**config.mk**
```make
export PLATFORM = sky130hd
export DESIGN_NAME = operand_pairer
export DESIGN_NICKNAME = d
export VERILOG_FILES = /design/src/rtl/operand_pkg.sv /design/src/rtl/pair_fifo.sv /design/src/rtl/operand_pairer.sv
export SDC_FILE = /design/constraint.sdc
export NUM_CORES = 1
export LEC_CHECK = 0
export ABC_AREA = 1
export CORE_MARGIN = 10
export CORE_UTILIZATION = 62
export CTS_CLUSTER_DIAMETER = 40
export DETAILED_ROUTE_END_ITERATION = 12
export GPL_TIMING_DRIVEN = 0
export PLACE_DENSITY = 0.88
export REMOVE_ABC_BUFFERS = 1
export SLEW_MARGIN = 10
export SYNTH_ARGS = -nofsm -noshare
export SYNTH_HDL_FRONTEND = slang
export SYNTH_SLANG_ARGS = --single-unit
```
**constraint.sdc**
```tcl
create_clock -name clk -period 3.71 [get_ports clk]
set_input_delay 0.742 -clock clk [delete_from_list [all_inputs] [get_ports clk]]
set_output_delay 0.742 -clock clk [all_outputs]
set_load 0.02 [all_outputs]
```
**src/rtl/operand_pkg.sv**
```systemverilog
// Shared types and helpers for the operand pairing path feeding the add/subtract stage.
package operand_pkg;

  localparam int OP_NBITS = 8;
  localparam int OP_DEPTH = 4;

  typedef struct packed {
    logic [OP_NBITS-1:0] a;
    logic [OP_NBITS-1:0] b;
  } pair_t;

  typedef enum logic {
    PH_A = 1'b0,
    PH_B = 1'b1
  } phase_e;

  function automatic int clog2(input int value);
    int r;
    r = 0;
    for (int i = 0; i < 31; i++) begin
      if ((1 << i) < value) r = i + 1;
    end
    return r;
  endfunction

endpackage

```
**src/rtl/pair_fifo.sv**
```systemverilog
// Show-ahead pair FIFO; the head is a register so downstream operands stay stable all cycle.
module pair_fifo
  import operand_pkg::*;
#(
  parameter type T     = pair_t,
  parameter int  DEPTH = OP_DEPTH
) (
  input  logic                    clk,
  input  logic                    rst_n,
  input  logic                    clr,
  input  logic                    push,
  input  logic                    pop,
  input  T                        din,
  output logic                    full,
  output logic                    empty,
  output logic [clog2(DEPTH):0]   level,
  output T                        head
);

  localparam int PW = clog2(DEPTH);

  logic [PW-1:0] rd_q, rd_d, wr_q, wr_d, rd_nxt;
  logic [PW:0]   level_q, level_d;
  T              head_q, head_d;
  T              mem_q [DEPTH];
  logic          do_push, do_pop;

  assign full    = (level_q == (PW+1)'(DEPTH));
  assign empty   = (level_q == '0);
  assign do_push = push && !clr && !full;
  assign do_pop  = pop && !clr && !empty;
  assign rd_nxt  = rd_q + PW'(1);

  always_comb begin
    rd_d    = rd_q;
    wr_d    = wr_q;
    level_d = level_q;
    head_d  = head_q;
    if (clr) begin
      rd_d    = '0;
      wr_d    = '0;
      level_d = '0;
    end else begin
      if (do_push) wr_d = wr_q + PW'(1);
      if (do_pop)  rd_d = rd_nxt;
      if (do_push && !do_pop)      level_d = level_q + (PW+1)'(1);
      else if (do_pop && !do_push) level_d = level_q - (PW+1)'(1);
      // New head comes from storage if a second entry exists, otherwise straight from the push.
      if (do_pop && (level_q > (PW+1)'(1)))              head_d = mem_q[rd_nxt];
      else if (do_push && ((level_q == '0) || do_pop))   head_d = din;
    end
  end

  always_ff @(posedge clk or negedge rst_n) begin
    if (!rst_n) begin
      rd_q    <= '0;
      wr_q    <= '0;
      level_q <= '0;
      head_q  <= '0;
    end else begin
      rd_q    <= rd_d;
      wr_q    <= wr_d;
      level_q <= level_d;
      head_q  <= head_d;
    end
  end

  always_ff @(posedge clk) begin
    if (do_push) mem_q[wr_q] <= din;
  end

  assign level = level_q;
  assign head  = head_q;

endmodule

```
**src/rtl/operand_pairer.sv**
```systemverilog
// Groups a serial operand stream into (A, B) pairs and presents the head pair to the add/sub stage.
//   phase | meaning
//   PH_A  | next accepted word is operand A (latched into half_a)
//   PH_B  | next accepted word is operand B (pushed with half_a as a pair)
module operand_pairer
  import operand_pkg::*;
#(
  parameter int NBITS = OP_NBITS,
  parameter int DEPTH = OP_DEPTH
) (
  input  logic                  clk,
  input  logic                  rst_n,
  input  logic                  clr,
  input  logic [NBITS-1:0]      in_data,
  input  logic                  in_valid,
  output logic                  in_ready,
  output logic [NBITS-1:0]      a,
  output logic [NBITS-1:0]      b,
  output logic                  pair_valid,
  input  logic                  pair_ready,
  output logic [clog2(DEPTH):0] level
);

  typedef struct packed {
    logic [NBITS-1:0] a;
    logic [NBITS-1:0] b;
  } op_pair_t;

  phase_e           phase_q, phase_d;
  logic [NBITS-1:0] half_a_q, half_a_d;
  logic             accept, push, pop, full, empty;
  op_pair_t         head, push_pair;

  // in_ready looks only at registered state so no ready-to-ready path forms through pair_ready.
  assign in_ready  = (phase_q == PH_A) || !full;
  assign accept    = in_valid && in_ready;
  assign push      = accept && (phase_q == PH_B);
  assign pop       = !empty && pair_ready;
  assign push_pair = '{a: half_a_q, b: in_data};

  always_comb begin
    phase_d  = phase_q;
    half_a_d = half_a_q;
    if (clr) begin
      phase_d = PH_A;
    end else if (accept) begin
      if (phase_q == PH_A) begin
        half_a_d = in_data;
        phase_d  = PH_B;
      end else begin
        phase_d  = PH_A;
      end
    end
  end

  always_ff @(posedge clk or negedge rst_n) begin
    if (!rst_n) begin
      phase_q  <= PH_A;
      half_a_q <= '0;
    end else begin
      phase_q  <= phase_d;
      half_a_q <= half_a_d;
    end
  end

  pair_fifo #(
    .T     (op_pair_t),
    .DEPTH (DEPTH)
  ) u_pair_fifo (
    .clk   (clk),
    .rst_n (rst_n),
    .clr   (clr),
    .push  (push),
    .pop   (pop),
    .din   (push_pair),
    .full  (full),
    .empty (empty),
    .level (level),
    .head  (head)
  );

  assign a          = head.a;
  assign b          = head.b;
  assign pair_valid = !empty;

endmodule
```
==> metrics.cfg, run 1 <==
[route]
wl_per_cell_um=17.3
drc=0
routed_wirelength_um=9140
vias=2981
drtAntennaViolNets=0
drt_pre_antenna_iters=5
via_per_inst=5.65
drt-initial-drc-count=258

[layout]
fin_nets=463
layout-drive-gt1-share_pct=10.5
fin_cells=528
fin_area_mm2=0.00482
final_util_pct=71.7
syn2layout_area_growth_pct=14.0
fillerInstances=444
diodes=0
seq_area_mm2=0.00272
multi_input_area_mm2=0.00123

[synthesis]
ys_warn_count=0
ys_seq_elements=96
yosysUniqueCellTypes=25
syn_inst=409
ys_top_cells_by_area=edfxtp_1 45%, dfrtp_1 19%, nand2_1 11%
yosysTopAreaCell=edfxtp_1
synth.avg_cell_area_um2=10.3
ys_seq_area_share_pct=64.4
synth_area_mm2=0.00423
synth_top_area_share_pct=45.5

[floorplan]
die_h_um=103
rows=30
ioPinCount=34
dieArea_mm2=0.0105
die_w_um=103
initial_core_util_pct=62.9
coreArea_mm2=0.00672

[timing]
fin_crit_sh_pct=69.0
setup_violations=0
min_period_ns=2.56
whs_ns=0.462
final_max_slew_viol_count=0
tns_ns=0
max_freq_mhz=391
maxSlewHeadroom_pct=42.2
rsz0062_at_grt=no
worst_slack_ns=1.15
finalHoldViolations=0
fin_skew_ns=0.0116
max_slew.worst_pin.slew_ns=0.865

[pwr]
powerDensity_mw_per_mm2=650
cellLeakagePower_nw=2.06
ir_drop_mv=0.398
power_mw=3.13

[place]
post-dp-hpwl_um=5710
pre_cts_ws_ns=0.904
gp_congestion=0.818
place_area_mm2=0.00461
dp.cells=512
io_buffers=33

[clocking]
clockBufferDepth=2
cts_tree=built
h-tree-depth=3
clock_latency_ns=0.36
clk_pin_slew_ns=0.09
hold_buffers=0
cts_sinks=96
cts_buffers=9
ctsResizeCount=0
post_cts_buffers=0
cts_root_buf=clkbuf_8

[status]
status=completed

[worst_setup_path]
crit_path_start_kind=flop
crit_required_ns=2.97
crit_type=flop to primary output
cp_max_fo=4
critPathArrivalTime_ns=1.82
end_kind=primary output

[global_routing]
globalRouteTotalUtil_pct=18.2
gr-total-overflow=0
antenna_found_initial=0
grt_pass1_vias=3083
grt_max_degree=33
grt_pass1_wl_um=14700

[hold_path]
hp-class=input port to asynchronous set/reset pin

[run]
maxCapViolCount=0

-- cells in the mapped netlist --
cell / count
o21ai_0: 18
o31ai_1: 1
nor2_2: 1
nand4_1: 1
nand3_1: 38
clkinv_1: 2
a21oi_1: 17
nor2_4: 2
nand2_2: 2
buf_2: 6
buf_6: 5
clkbuf_1: 2
nand2_1: 123
edfxtp_1: 64
nand3_4: 1
inv_2: 3
buf_4: 1
inv_4: 1
nor2_1: 23
ha_1: 7
o21ai_2: 14
nand2_4: 1
dfrtp_1: 32
inv_1: 43
xnor2_1: 1
-- state kept, by name (all words and copies together) (netlist names) --
name and cells:
u_pair_fifo.wr_q 2, u_pair_fifo.mem_q 64, u_pair_fifo.head 16, half_a_q 8, u_pair_fifo.rd_q 2, phase_q 1
u_pair_fifo.level 3
-- worst max-delay path, stage by stage (launching register included) --
cell	delay (ns)
dfrtp_1	0.40
inv_1	0.09
ha_1	0.24
nand2_4	0.11
clkdlybuf4s50_1	0.62
-- layout make-up --
type,instances,share of cell area [%]
flip-flops and latches,96,56.5
clock buffers,12,2.80
inverters,49,3.87
multi-input cells,250,25.4
repair buffers,37,7.84
well taps,80,2.08
clock inverters,4,1.45
-- kinds of logic after synthesis --
family,synth area share [%]
AOI/OAI and AO/OA,7.22
xor gates and xnor gates,0.207
adders and majority gates,2.07
buffers and inverters,6.81
DFF,64.4
and+or+nand+nor,19.3
-- power by group --
group | leakage, nW | total, mW | internal (mW) | switching (mW)
combinational | 0.984 | 1.01 | 0.393 | 0.614
clock | 0.104 | 0.723 | 0.379 | 0.344
sequential | 0.973 | 1.40 | 1.30 | 0.103
total | 2.06 | 3.13 | 2.07 | 1.06
-- routing by layer --
metal	up-vias	track usage [%]	routed length, um
li1	1409	-	-
met1	1421	21.5	3670
met2	135	30.9	4720
met3	16	4.09	629
met4	0	8.46	117
met5	-	0	0
-- path summary, 6_finish.rpt --
path                                                  start                                end  slack, ns  depth (start not counted)
min                                                   rst_n    u_pair_fifo.head[8]$_DFFE_PN0P_       0.46                          1
min in group clk           u_pair_fifo.head[11]$_DFFE_PN0P_   u_pair_fifo.head[11]$_DFFE_PN0P_       0.51                          2
max in group asynchronous                             rst_n    u_pair_fifo.rd_q[1]$_DFFE_PN0P_       2.74                          1
max                        u_pair_fifo.level[1]$_DFFE_PN0P_                         pair_valid       1.15                          4
min reg2reg                u_pair_fifo.head[11]$_DFFE_PN0P_   u_pair_fifo.head[11]$_DFFE_PN0P_       0.51                          2
max reg2reg                u_pair_fifo.level[1]$_DFFE_PN0P_  u_pair_fifo.mem_q[2][5]$_DFFE_PP_       1.49                          6
-- layout by cell type, fill, tap and decap left out, types with 2 or more instances in the layout --
cell type / instances
o21ai_2: 14
nor2_2: 5
nand3_1: 38
bufinv_16: 2
ha_1: 7
edfxtp_1: 64
nand2_2: 2
inv_1: 43
nand2_1: 123
nor2_1: 19
clkdlybuf4s50_1: 32
a21oi_1: 17
clkbuf_8: 9
clkbuf_1: 3
nor2_4: 2
clkinv_1: 2
o21ai_0: 18
dfrtp_1: 32
buf_6: 2
clkinv_2: 2
buf_8: 2
inv_2: 3
(Power assumes the default switching activity.)
==> run 2, diff against run 1 <==
CORE_UTILIZATION = 52   (was 62)
PLACE_DENSITY = 0.79   (was 0.88)
clock period = 2.05 ns   (was 3.71 ns; I/O delays follow)
==> run 2 against run 1 <==
Against the previous run: sequential share of layout area decreased by 0.55 points; combinational power rose by 81%; sequential cell count unchanged; cell area is 0.99% higher; non-clock buffer count grew 4; sequential power increased by 81%; via count is 3.5% lower; total power up 73%; register-to-register slack worse by 1.4 ns; utilization decreased by 9.4 points; global-route usage decreased by 3.2 points; critical path type unchanged; largest power group unchanged.
==> metrics.cfg, run 2 (same netlist as run 1, synthesis figures left out) <==
[timing]
worst_slack_ns=0.0949  ; -1.06 ns
tns_ns=0  ; unchanged
rsz0062_at_grt=no
max_slew.worst_pin.slew_ns=0.774  ; -0.0913 ns
setup_violations=0  ; unchanged
fin_crit_sh_pct=95.4
fin_skew_ns=0.00876  ; -0.00282 ns
finalHoldViolations=0  ; unchanged
final_max_slew_viol_count=0  ; unchanged
min_period_ns=1.96
max_freq_mhz=511
whs_ns=0.116  ; -0.346 ns
maxSlewHeadroom_pct=48.4  ; +6.2 points

[layout]
final_common_cell=nand2_1
layout-drive-gt1-share_pct=11.8  ; +1.3 points
final_util_pct=62.3  ; -9.4 points
syn2layout_area_growth_pct=15.1
largest_register=u_pair_fifo.mem_q
fin_nets=467  ; +0.86%
layout_common_cells=123 x nand2_1, 64 x edfxtp_1, 43 x inv_1
diodes=0  ; unchanged
largest_reg_flops=64  ; unchanged

[global_routing]
grt_pass1_vias=2815  ; -8.7%
antenna_found_initial=0  ; unchanged
grt_pass1_wl_um=13900  ; -5.2%
globalRouteTotalUtil_pct=15.0  ; -3.2 points
gr-total-overflow=0  ; unchanged
grt_max_degree=33  ; unchanged

[run]
maxCapViolCount=0  ; unchanged

[route]
routed_wirelength_um=8680  ; -5.0%
drc=0  ; unchanged
drt-initial-drc-count=123  ; -52%
drt_pre_antenna_iters=5  ; unchanged
vias=2876  ; -3.5%
wl_per_cell_um=15.7  ; -9.3%
via_per_inst=5.20  ; -7.9%
drtAntennaViolNets=0  ; unchanged

[floorplan]
die_w_um=110  ; +7.4%
die_h_um=110  ; +7.4%
dieArea_mm2=0.0121  ; +15%
rows=32  ; +6.7%
ioPinCount=34  ; unchanged
coreArea_mm2=0.00781  ; +16%
initial_core_util_pct=54.1  ; -8.8 points

[pwr]
cellLeakagePower_nw=2.06  ; about the same
ir_drop_mv=0.552  ; +39%
powerDensity_mw_per_mm2=1110  ; +71%
power_mw=5.42  ; +73%

[clocking]
clockBufferDepth=2  ; unchanged
cts_buffers=9  ; unchanged
cts_root_buf=clkbuf_8
clock_latency_ns=0.36  ; about the same
h-tree-depth=3  ; unchanged
hold_buffers=0  ; unchanged
cts_sinks=96  ; unchanged
cts_tree=built
clk_pin_slew_ns=0.09  ; about the same

[place]
io_buffers=33  ; unchanged
post-dp-hpwl_um=5400  ; -5.4%
pre_cts_ws_ns=-0.620  ; -1.52 ns
gp_congestion=0.768  ; -6.2%

[worst_setup_path]
crit_path_start_kind=flop
ff2ff_path_depth=6  ; unchanged
r2r_end=u_pair_fifo.mem_q[3][12]$_DFFE_PP_
cp_num_buf_inv=1  ; -1
slowest_delay_ns=0.67  ; +0.05 ns
crit_type=flop to primary output
path_delay_family=buffers and inverters
r2r-start=u_pair_fifo.level[1]$_DFFE_PN0P_
crit_required_ns=1.64  ; -1.33 ns
crit_cells=1  ; -3
cp_cell_sequence=clkdlybuf4s50_1
critPathArrivalTime_ns=1.55  ; -0.27 ns
cp_max_fo=8  ; +4
r2r_slack_ns=0.14  ; -1.35 ns
crit_slowest_cell=clkdlybuf4s50_1
end_kind=primary output

[status]
status=completed

[hold_path]
hp-class=input port to asynchronous set/reset pin

==> run 2: final cells by class <==
class	count	area, um^2
fillers	603	2940
flip-flops and latches	96	2720
multi-input cells	250	1260
repair buffers	41	407
inverters	49	189
well taps	102	128
clock buffers	9	124
clock inverters	6	37.5
==> run 2: worst reg2reg max path, delay by kind of cell (launching register included) <==
| family | cells | cell delay [ns] |
|---|---|---|
| buffers and inverters | 2 | 0.29 |
| DFF | 1 | 0.41 |
| and+or+nand+nor | 3 | 0.63 |
| adders and majority gates | 1 | 0.21 |
==> run 2: how the worst max path moves through the flow <==
stage | start | to | slack, ns
2_1_floorplan | u_pair_fifo.level[0]$_DFFE_PN0P_ | u_pair_fifo.mem_q[0][0]$_DFFE_PP_ | -0.21
4_1_cts | u_pair_fifo.rd_q[0]$_DFFE_PN0P_ | u_pair_fifo.head[3]$_DFFE_PN0P_ | 0.05
3_3_place_gp | clr | u_pair_fifo.mem_q[0][9]$_DFFE_PP_ | -1.03
5_1_grt | u_pair_fifo.level[0]$_DFFE_PN0P_ | in_ready | 0.006
6_report | u_pair_fifo.level[2]$_DFFE_PN0P_ | level[2] | 0.09
3_5_place_dp | clr | u_pair_fifo.mem_q[2][9]$_DFFE_PP_ | -0.62
==> run 2: power by group <==
| part | internal (mW) | leakage (nW) | switching [mW] |
|---|---|---|---|
| Combinational | 0.724 | 1.01 | 1.11 |
| Sequential | 2.35 | 0.973 | 0.189 |
| Clock | 0.427 | 0.0785 | 0.625 |
| Total | 3.50 | 2.06 | 1.92 |
==> run 2: repair_timing <==
item / CTS / global route
gates resized for setup: 8 / 2
buffers inserted: 6 / 0
pin swaps: 2 / 0
endpoints found under the setup margin: 82 / 44
==> run 2: per-stage QoR <==
step | instances | area (um^2)
6_report | 553 | 4870
5_1_grt | 553 | 4870
4_1_cts | 553 | 4860
3_5_place_dp | 532 | 4610
3_3_place_gp | 530 | 4580
2_1_floorplan | 395 | 4130
==> run 2: layer usage <==
metal | GRT usage [%] | up-vias | wire length [um]
li1 | - | 1420 | -
met1 | 18.8 | 1351 | 3550
met2 | 24.4 | 99 | 4360
met3 | 3.48 | 6 | 683
met4 | 6.42 | 0 | 87
met5 | 0 | - | 0
==> run 3, diff against run 2 <==
CORE_ASPECT_RATIO = 0.6   (was not set)
==> run 3 against run 2 <==
Against the previous run: first-iteration DRC count increased by 110%; cell area increased by 3.4%; clock skew decreased by 0.0031 ns; wire length increased by 2.7%; final cell count increased by 1.4%; non-clock buffer count increased by 1; sequential share of layout area decreased by 1.9 points; sequential cell count unchanged; die area increased by 0.98%; global-route usage increased by 0.11 points; register-to-register slack got worse by 0.02 ns; fmax decreased by 0.49%; largest power group unchanged.
==> metrics.cfg, run 3 (same netlist as run 1, synthesis figures left out) <==
[worst_setup_path]
r2r-start=u_pair_fifo.level[1]$_DFFE_PN0P_
r2r_slack_ns=0.12  ; -0.02 ns
crit_slowest_cell=dfrtp_1
end_kind=primary output
crit_path_start_kind=flop
slowest_delay_ns=0.40  ; -0.27 ns
critPathArrivalTime_ns=1.55  ; about the same
crit_required_ns=1.64  ; about the same
cp_max_fo=4  ; -4
crit_type=flop to primary output
critPathLaunch=u_pair_fifo.level[0]$_DFFE_PN0P_
path_delay_family=buffers and inverters
cp_cell_sequence=inv_1 -> ha_1 -> nand3_1 -> dlygate4sd2_1
cp_num_buf_inv=2  ; +1

[clocking]
hold_buffers=0  ; unchanged
cts_root_buf=clkbuf_16
cts_buffers=9  ; unchanged
cts_tree=built
cts_sinks=96  ; unchanged
clk_pin_slew_ns=0.06  ; -0.03 ns
h-tree-depth=3  ; unchanged
clockBufferDepth=2  ; unchanged
clock_latency_ns=0.35  ; about the same

[route]
drc=0  ; unchanged
via_per_inst=5.18  ; -0.40%
routed_wirelength_um=8910  ; +2.7%
drt_pre_antenna_iters=5  ; unchanged
wl_per_cell_um=15.9  ; +1.2%
wl_met3_um=576  ; -16%
drtAntennaViolNets=0  ; unchanged
met1Wirelength_um=4070  ; +15%
wl_met2_um=4130  ; -5.2%
top_layer=met4
vias=2906  ; +1.0%
drt-initial-drc-count=253  ; +110%

[layout]
layout_common_cells=123 x nand2_1, 64 x edfxtp_1, 43 x inv_1
layout-drive-gt1-share_pct=11.3  ; -0.49 points
syn2layout_area_growth_pct=19.1
final_common_cell=nand2_1
fin_nets=468  ; +0.21%
diodes=0  ; unchanged
fillerInstances=633  ; +5.0%
fin_area_mm2=0.00503  ; +3.4%
largest_register=u_pair_fifo.mem_q
largest_reg_flops=64  ; unchanged
fin_cells=561  ; +1.4%

[timing]
finalHoldViolations=0  ; unchanged
maxSlewHeadroom_pct=48.2  ; -0.25 points
rsz0062_at_grt=no
whs_ns=0.145  ; +0.0293 ns
tns_ns=0  ; unchanged
fin_skew_ns=0.00563  ; -0.00313 ns
fin_crit_sh_pct=95.8  ; +0.47 points
min_period_ns=1.96  ; +0.00967 ns
setup_violations=0  ; unchanged
final_max_slew_viol_count=0  ; unchanged
max_slew.worst_pin.slew_ns=0.778  ; +0.00374 ns
max_freq_mhz=509  ; -0.49%

[status]
status=completed

[pwr]
powerDensity_mw_per_mm2=1210  ; +8.6%
cellLeakagePower_nw=2.14  ; +3.8%
power_mw=6.09  ; +12%
ir_drop_mv=0.728  ; +32%

[place]
place_area_mm2=0.00463  ; +0.24%
dp.cells=538  ; +1.1%
post-dp-hpwl_um=5600  ; +3.7%
gp_congestion=0.786  ; +2.3%
io_buffers=33  ; unchanged

[floorplan]
rows=25  ; -22%
die_w_um=136  ; +24%
ioPinCount=34  ; unchanged
coreArea_mm2=0.00788  ; +0.96%
initial_core_util_pct=53.6  ; -0.52 points
die_h_um=89.8  ; -18%
dieArea_mm2=0.0123  ; +0.98%

[hold_path]
hp-class=input port to asynchronous set/reset pin

[global_routing]
antenna_found_initial=0  ; unchanged
grt_max_degree=33  ; unchanged
grt_pass1_wl_um=14300  ; +2.7%
gr-total-overflow=0  ; unchanged
grt_pass1_vias=2884  ; +2.5%
globalRouteTotalUtil_pct=15.1  ; +0.11 points

[run]
maxCapViolCount=0  ; unchanged

## run 3: cell count changes in the layout (fill, tap and decap cells not counted), sizes merged
cell and change:
clkinv -2, clkinvlp -2, buf +1, clkbuf +3
bufinv +2
## run 3: what timing repair did
action | CTS | global route
gates resized for setup | 7 | 1
pin swaps | 3 | 0
setup endpoints to repair | 60 | 5
setup buffers | 7 | 0
## run 3: final cells by class
type                       count  area (um^2)  share of cell area, %
clock buffer                  12          236                   4.70
timing repair buffer          42          430                   8.55
clock inverter                 4         68.8                   1.37
tap                          108          135                   2.68
sequential                    96         2720                   54.1
multi-input combinational    250         1250                   24.9
inverter                      49          189                   3.75
## run 3: worst paths after layout
kind,end,cells past startpoint
setup / recovery,in_ready,4
hold / removal,u_pair_fifo.head[9]$_DFFE_PN0P_,1
setup reg to reg,u_pair_fifo.head[14]$_DFFE_PN0P_,9
hold reg to reg,u_pair_fifo.head[8]$_DFFE_PN0P_,2
max in group asynchronous,u_pair_fifo.head[3]$_DFFE_PN0P_,1
min in group clk,u_pair_fifo.head[8]$_DFFE_PN0P_,2
## run 3: through the flow
step / utilization (%) / setup slack (ns)
2_1_floorplan: - / -0.211
3_3_place_gp: 58.2 / -1.03
3_5_place_dp: 58.7 / -0.588
4_1_cts: 63.8 / 0.0719
5_1_grt: 63.9 / 0.00111
6_report: 63.9 / 0.0852
## run 3: power breakdown
group	internal, mW	leakage (nW)	total, mW	switching [mW]
clock network	1.06	0.148	1.72	0.659
logic	0.719	1.02	1.83	1.11
registers	2.35	0.973	2.54	0.192
total	4.13	2.14	6.09	1.96
## run 3: metal layers
layer	global-route usage, %	up-vias
li1	-	1421
met2	23.3	90
met1	18.8	1382
met5	0	-
met3	5.78	13
met4	5.30	0
